## src/rtl/fx_mailbox_sequencer.sv

```systemverilog
// fx_mailbox_sequencer: owns the local mailbox RAM port and runs the per-sample
// exchange with the host (announce ready, poll, fetch, process, write back).
// Ports:
//   clk, reset (async, active-low), enable, err_clr
//   loc_*     : mailbox RAM port; loc_ramclk is generated here, 3 clk per access
//   fx_*      : request/result handshake with the effect datapath
//   busy, timeout_err (sticky), sample_count (wrapping)
module fx_mailbox_sequencer #(
    parameter logic [31:0] READY_MAGIC  = 32'd1100,
    parameter logic [15:0] POLL_TIMEOUT = 16'd50000,
    parameter logic [15:0] FX_TIMEOUT   = 16'd4096
) (
    input  logic        clk,
    input  logic        reset,
    input  logic        enable,
    input  logic        err_clr,
    input  logic [31:0] loc_readdata,
    output logic [31:0] loc_writedata,
    output logic [4:0]  loc_ramaddress,
    output logic        loc_ramclk,
    output logic        loc_ramread,
    output logic        loc_ramwrite,
    output logic [31:0] fx_sample,
    output logic [31:0] fx_select,
    output logic [31:0] fx_gain,
    output logic [31:0] fx_boost,
    output logic        fx_valid,
    input  logic        fx_ready,
    input  logic [31:0] fx_result,
    input  logic        fx_result_valid,
    output logic        busy,
    output logic        timeout_err,
    output logic [15:0] sample_count
);
    localparam int unsigned AW = 5;
    localparam int unsigned DW = 32;
    localparam int unsigned CW = 16;

    localparam logic [AW-1:0] ADD_SE           = AW'(0);
    localparam logic [AW-1:0] ADD_GAIN         = AW'(1);
    localparam logic [AW-1:0] ADD_BOOST        = AW'(2);
    localparam logic [AW-1:0] ADD_INPUT        = AW'(3);
    localparam logic [AW-1:0] ADD_READ_FINISH  = AW'(4);
    localparam logic [AW-1:0] ADD_OUTPUT       = AW'(5);
    localparam logic [AW-1:0] ADD_READY_TO_GET = AW'(6);

    typedef enum logic [3:0] {
        IDLE, RDY_WR, POLL, RD_SE, RD_GAIN, RD_BOOST, RD_IN,
        CLR_FIN, FX_REQ, FX_WAIT, OUT_WR
    } state_t;

    typedef enum logic [1:0] {PH_SETUP, PH_STROBE, PH_HOLD} phase_t;

    state_t          state, state_d;
    phase_t          phase;
    logic            launch, acc_done, poll_zero, poll_expire, fx_expire, set_err;
    logic [CW-1:0]   poll_cnt, fx_tmr;
    logic [DW-1:0]   out_data_d;

    function automatic logic is_ram(input state_t s);
        return !(s == IDLE || s == FX_REQ || s == FX_WAIT);
    endfunction

    function automatic logic is_fx(input state_t s);
        return (s == FX_REQ || s == FX_WAIT);
    endfunction

    function automatic logic is_write(input state_t s);
        return (s == RDY_WR || s == CLR_FIN || s == OUT_WR);
    endfunction

    function automatic logic [AW-1:0] addr_of(input state_t s);
        case (s)
            RDY_WR:        return ADD_READY_TO_GET;
            POLL, CLR_FIN: return ADD_READ_FINISH;
            RD_SE:         return ADD_SE;
            RD_GAIN:       return ADD_GAIN;
            RD_BOOST:      return ADD_BOOST;
            RD_IN:         return ADD_INPUT;
            OUT_WR:        return ADD_OUTPUT;
            default:       return ADD_SE;
        endcase
    endfunction

    // Next state; RAM states advance only once their hold phase ends.
    always_comb begin
        state_d     = state;
        set_err     = 1'b0;
        out_data_d  = '0;
        acc_done    = is_ram(state) && (phase == PH_HOLD);
        poll_zero   = (loc_readdata == '0);
        poll_expire = (poll_cnt == POLL_TIMEOUT - 16'd1);
        fx_expire   = (fx_tmr >= FX_TIMEOUT - 16'd1);
        case (state)
            IDLE:     if (enable) state_d = RDY_WR;
            RDY_WR:   if (acc_done) state_d = POLL;
            POLL: begin
                if (acc_done) begin
                    if (!poll_zero) begin
                        state_d = RD_SE;
                    end else if (poll_expire) begin
                        state_d = RDY_WR;
                        set_err = 1'b1;
                    end else if (!enable) begin
                        state_d = IDLE;
                    end
                end
            end
            RD_SE:    if (acc_done) state_d = RD_GAIN;
            RD_GAIN:  if (acc_done) state_d = RD_BOOST;
            RD_BOOST: if (acc_done) state_d = RD_IN;
            RD_IN:    if (acc_done) state_d = CLR_FIN;
            CLR_FIN:  if (acc_done) state_d = FX_REQ;
            FX_REQ: begin
                if (fx_ready) begin
                    state_d = FX_WAIT;
                end else if (fx_expire) begin
                    state_d = OUT_WR;
                    set_err = 1'b1;
                end
            end
            FX_WAIT: begin
                // A result arriving on the last allowed cycle still counts.
                if (fx_result_valid) begin
                    state_d    = OUT_WR;
                    out_data_d = fx_result;
                end else if (fx_expire) begin
                    state_d = OUT_WR;
                    set_err = 1'b1;
                end
            end
            OUT_WR:   if (acc_done) state_d = enable ? RDY_WR : IDLE;
            default:  state_d = IDLE;
        endcase
        // Start a fresh access whenever we land in a RAM state (incl. POLL repeating).
        launch = is_ram(state_d) && (acc_done || !is_ram(state));
    end

    // State, RAM phase sequencing and all registered outputs.
    always_ff @(posedge clk or negedge reset) begin
        if (!reset) begin
            state          <= IDLE;
            phase          <= PH_SETUP;
            loc_writedata  <= '0;
            loc_ramaddress <= '0;
            loc_ramclk     <= 1'b0;
            loc_ramread    <= 1'b0;
            loc_ramwrite   <= 1'b0;
            fx_sample      <= '0;
            fx_select      <= '0;
            fx_gain        <= '0;
            fx_boost       <= '0;
            fx_valid       <= 1'b0;
            busy           <= 1'b0;
            timeout_err    <= 1'b0;
            sample_count   <= '0;
            poll_cnt       <= '0;
            fx_tmr         <= '0;
        end else begin
            state    <= state_d;
            busy     <= (state_d != IDLE);
            fx_valid <= (state_d == FX_REQ);
            fx_tmr   <= (is_fx(state) && is_fx(state_d)) ? fx_tmr + 16'd1 : '0;

            if (set_err) begin
                timeout_err <= 1'b1;
            end else if (err_clr) begin
                timeout_err <= 1'b0;
            end

            if (launch) begin
                phase          <= PH_SETUP;
                loc_ramclk     <= 1'b0;
                loc_ramaddress <= addr_of(state_d);
                loc_ramwrite   <= is_write(state_d);
                loc_ramread    <= !is_write(state_d);
                loc_writedata  <= (state_d == RDY_WR) ? READY_MAGIC :
                                  (state_d == OUT_WR) ? out_data_d : '0;
            end else if (is_ram(state)) begin
                case (phase)
                    PH_SETUP: begin
                        loc_ramclk <= 1'b1;
                        phase      <= PH_STROBE;
                    end
                    PH_STROBE: begin
                        loc_ramclk   <= 1'b0;
                        loc_ramread  <= 1'b0;
                        loc_ramwrite <= 1'b0;
                        phase        <= PH_HOLD;
                    end
                    default: phase <= PH_SETUP;
                endcase
            end

            if (acc_done) begin
                case (state)
                    RD_SE:    fx_select    <= loc_readdata;
                    RD_GAIN:  fx_gain      <= loc_readdata;
                    RD_BOOST: fx_boost     <= loc_readdata;
                    RD_IN:    fx_sample    <= loc_readdata;
                    OUT_WR:   sample_count <= sample_count + 16'd1;
                    POLL:     poll_cnt     <= (poll_zero && !poll_expire && enable) ?
                                              poll_cnt + 16'd1 : '0;
                    default: ;
                endcase
            end
        end
    end
endmodule

```

## config.mk

```make
export PLATFORM = sky130hd
export DESIGN_NAME = fx_mailbox_sequencer
export DESIGN_NICKNAME = d
export VERILOG_FILES = /design/src/rtl/fx_mailbox_sequencer.sv
export SDC_FILE = /design/constraint.sdc
export NUM_CORES = 1
export LEC_CHECK = 0
export ABC_AREA = 1
export BUFFER_PORTS_ARGS = -buffer_cell sky130_fd_sc_hd__buf_2
export CORE_ASPECT_RATIO = 1.5
export CORE_UTILIZATION = 28
export CTS_CLUSTER_SIZE = 16
export DETAILED_ROUTE_END_ITERATION = 10
export GPL_TIMING_DRIVEN = 0
export PLACE_DENSITY = 0.59
export SLEW_MARGIN = 20
export SYNTH_ARGS = -nofsm -noshare
export SYNTH_HDL_FRONTEND = slang
export SYNTH_SLANG_ARGS = --single-unit
```

## constraint.sdc

```tcl
create_clock -name clk -period 3.2 [get_ports clk]
set_clock_uncertainty 0.2 [all_clocks]
set_input_delay 0.32 -clock clk [delete_from_list [all_inputs] [get_ports clk]]
set_output_delay 0.32 -clock clk [all_outputs]
set_load 0.02 [all_outputs]
```

==> summary.md <==
| Metric | Value |
|---|---|
| Number of enable flip-flop cells after synthesis | `0` |
| DRT iter0 DRCs | `467` |
| Top Ports | `257` |
| Synthesized area per cell | `9.13 µm²` |
| Post-synth cell types | `39` |
| Gr usage total | `16.8%` |
| Reg clk slew, reported paths | `0.06 ns` |
| Multiplexer share of the synthesized area | `0%` |
| Pwr Density | `887 nW/µm²` |
| Total power | `11600 µW` |
| Final hold vios | `0` |
| Number of synthesized register bits | `223` |
| DRC | `0` |
| WP data arrival | `3.22 ns` |
| Vias | `8655` |
| Reg2reg setup slack | `0.19 ns` |
| Final Slew Violations | `0` |
| Outcome | `finished, final reports clean` |
| Switching pwr | `4740 µW` |
| Initial antenna violation count | `2` |
| WL final | `29600 µm` |
| Sink Count | `223` |
| CP most frequent cell | `nand2_1` |
| Area Overhead vs Synth | `34.3%` |
| H-Tree Depth | `1` |
| Int Power | `6820 µW` |
| PortBufs | `254` |
| Setup TNS | `0 ns` |
| Crit-path cells | `buf_6 > nor2_4 > nand2_4 > nand3_4 > inv_2 > nand2_1 > nand3_1 > nor2_2 > nand3_2 > ha_1 > or2_2 > nand2_1 > nand3_4 > buf_6 > nand2_1 > o21ai_2` |
| Required time worst endpoint | `3.41 ns` |
| Final setup viols | `0` |
| Rows | `83` |
| Root Buffer | `clkbuf_16` |
| Post-Synth XOR/XNOR Area | `2.44%` |
| Max incr delay on CP | `0.37 ns` |
| HPWL Detailed | `21300 µm` |
| Core Area | `34200 µm²` |
| Worst vdd ir | `0.332 mV` |
| TritonCTS Buffers | `23` |
| Global-route wire length before repair | `47000 µm` |
| Yosys top cell area share | `57.5%` |
| Antenna-violating nets left | `0` |
| DRT Pass-1 Iters | `5` |
| Sequential fraction of the synthesis area | `57.5%` |
| Skew-Pair Late Insertion Delay | `0.52 ns` |
| Final WS setup | `0.192 ns` |
| Worst Path Buf+Inv | `3` |
| Share of layout cells above drive strength 1 | `25.7%` |
| Final period util | `94.0%` |
| Top_reg_cell synth | `dfrtp_1` |
| Switching Share | `41.0%` |
| Leak pwr | `0.00658 µW` |
| Final cell count without fillers | `1851` |
| Flop pwr share | `37.8%` |
| Synthesized cell area | `9700 µm²` |
| WL/cell | `16.0 µm` |
| Slew headroom | `56.4%` |
| Post-Synth Simple-Gate Area | `21.6%` |
| Initial Util | `28.4%` |
| Cell area after layout | `13000 µm²` |
| Asr flop ratio synth | `100%` |
| Most common cell after layout, fill and taps aside | `nand2_1` |
| CTS tree | `built` |
| Post-synthesis compound-gate area fraction | `11.5%` |
| Kind of critical path | `register to register` |
| Largest net degree at the start of global routing | `82` |
| Post-route minimum period | `3.01 ns` |
| Cell family with most CP delay | `simple AND/OR/NAND/NOR gates` |
| Die height | `230 µm` |
| Combinational power share | `38.8%` |
| Post-DP Area | `11600 µm²` |
| Ant diodes | `0` |
| Vias/cell | `4.68` |
| Yosys warns | `0` |
| Slowest-stage cell, CP | `dfrtp_1` |
| Total of max-cap violations | `0` |
| Die W | `154 µm` |
| Top cell type by total area after synthesis | `dfrtp_1` |
| Adder-Cell Fraction of Synth Area | `0.903%` |
| Area of the die | `35400 µm²` |
| Startpoint Class | `register` |
| Worst slack, placed | `-0.0568 ns` |
| Worst slew pin tran | `0.654 ns` |
| Crit path capture type | `register` |
| Largest family of logic cells by synthesized area | `simple AND/OR/NAND/NOR gates` |
| Total gr overflow | `0` |
| Clock Power Share | `23.4%` |
| Crit Path Max Fanout | `10` |
| Vias in the first global route | `8646` |
| Most area-consuming cells after synthesis | `dfrtp_1, nand2_1, o21ai_0` |
| Max Root-Sink Buffers | `3` |
| Worst hold path type | `input port to register` |
| Most frequent cells in the layout | `nand2_1, buf_2, dfrtp_1` |
| Placed Cells | `1744` |
| GP Congestion | `0.902` |
| Final #Nets | `1489` |
| Highest Clock Rate | `0.332 GHz` |
| Mapped Cells | `1062` |
-- path summary, 6_finish.rpt --
kind | start | depth (start not counted) | to
setup / recovery | state[1]$_DFF_PN0_ | 16 | loc_writedata[24]$_DFFE_PN0P_
hold reg to reg | fx_tmr[0]$_DFF_PN0_ | 1 | fx_tmr[0]$_DFF_PN0_
max in group asynchronous | reset | 3 | fx_gain[18]$_DFFE_PN0P_
hold / removal | enable | 5 | state[0]$_DFF_PN0_
setup reg to reg | state[1]$_DFF_PN0_ | 16 | loc_writedata[24]$_DFFE_PN0P_
min in group asynchronous | reset | 2 | fx_sample[28]$_DFFE_PN0P_
-- kinds of logic after synthesis --
family / Yosys count
XOR/XNOR: 27
adder cells (fa/ha/maj): 7
flip-flops: 223
other: 1
AND/OR/NAND/NOR: 473
AO/OA/AOI/OAI: 196
buffers and inverters: 135
-- synthesized netlist by cell type, drive strengths merged (3+ instances only) --
cell    instances
o21ai         173
xnor2          12
nand4          20
inv            89
buf            17
nand2         293
nor3           15
dfrtp         223
nand3          66
nor2           71
nor3b           3
clkbuf         29
a21oi           8
o31ai           7
xor2           15
ha              7
-- worst reg2reg max path: stages (launching register included) --
cell,delay [ns]
dfrtp_1,0.37
buf_6,0.14
nor2_4,0.17
nand2_4,0.09
nand3_4,0.17
inv_2,0.09
nand2_1,0.08
nand3_1,0.10
nor2_2,0.17
nand3_2,0.14
ha_1,0.24
or2_2,0.31
nand2_1,0.13
nand3_4,0.18
buf_6,0.20
nand2_1,0.08
o21ai_2,0.05
-- sequential cells by signal (all words and copies together), names as in the netlist --
name,cells
fx_valid,1
loc_writedata,32
fx_tmr,16
fx_gain,32
fx_sample,32
sample_count,16
timeout_err,1
loc_ramwrite,1
poll_cnt,16
fx_select,32
phase,2
state,4
loc_ramread,1
loc_ramclk,1
loc_ramaddress,3
busy,1
fx_boost,32
-- repair_timing --
action                                 4_1_cts  5_1_grt
gates cloned                                 0        0
setup endpoints to repair                    1       55
setup buffers                                0        1
endpoints found under the hold margin      230        0
hold buffers                                67        0
resized for setup                            1        8
pin swaps                                    0        1
-- routing by layer --
layer  global-route usage (%)  part of all wire (%)  vias to the layer above  wire length [µm]
met3                     2.54                   4.0                       71              1180
li1                         -                     -                     4158                 -
met2                     30.7                    53                      252             15700
met5                        0                 0.064                        -                19
met1                     19.1                    39                     4170             11500
met4                     7.88                   4.1                        4              1220
-- layout make-up --
type                    count  area, µm²
inverters                  89        334
plain buffers              46        248
flip-flops and latches    223       5580
fillers                  3433      21100
multi-input cells         705       3570
clock buffers              30        632
clock inverters             9        111
repair buffers            324       2010
well taps                 425        532
-- power groups by stage --
| stage | clock network [µW] | registers, µW | logic [µW] |
|---|---|---|---|
| final | 2700 | 4370 | 4490 |
| after global placement | 0 | 4380 | 4370 |
| after CTS | 2790 | 4360 | 4510 |
| after global routing | 2900 | 4470 | 4930 |
| after floorplan | 0 | 5340 | 1830 |
| after detailed placement | 0 | 4400 | 4440 |
-- through the flow --
stage	utilization [%]	hold WS [ns]
finish	38.1	0.0818
global route	38.1	0.0888
CTS	38.0	0.0772
detailed placement	33.9	0.135
global placement	33.7	0.249
floorplan	-	-0.176
(Power assumes the default switching activity.)
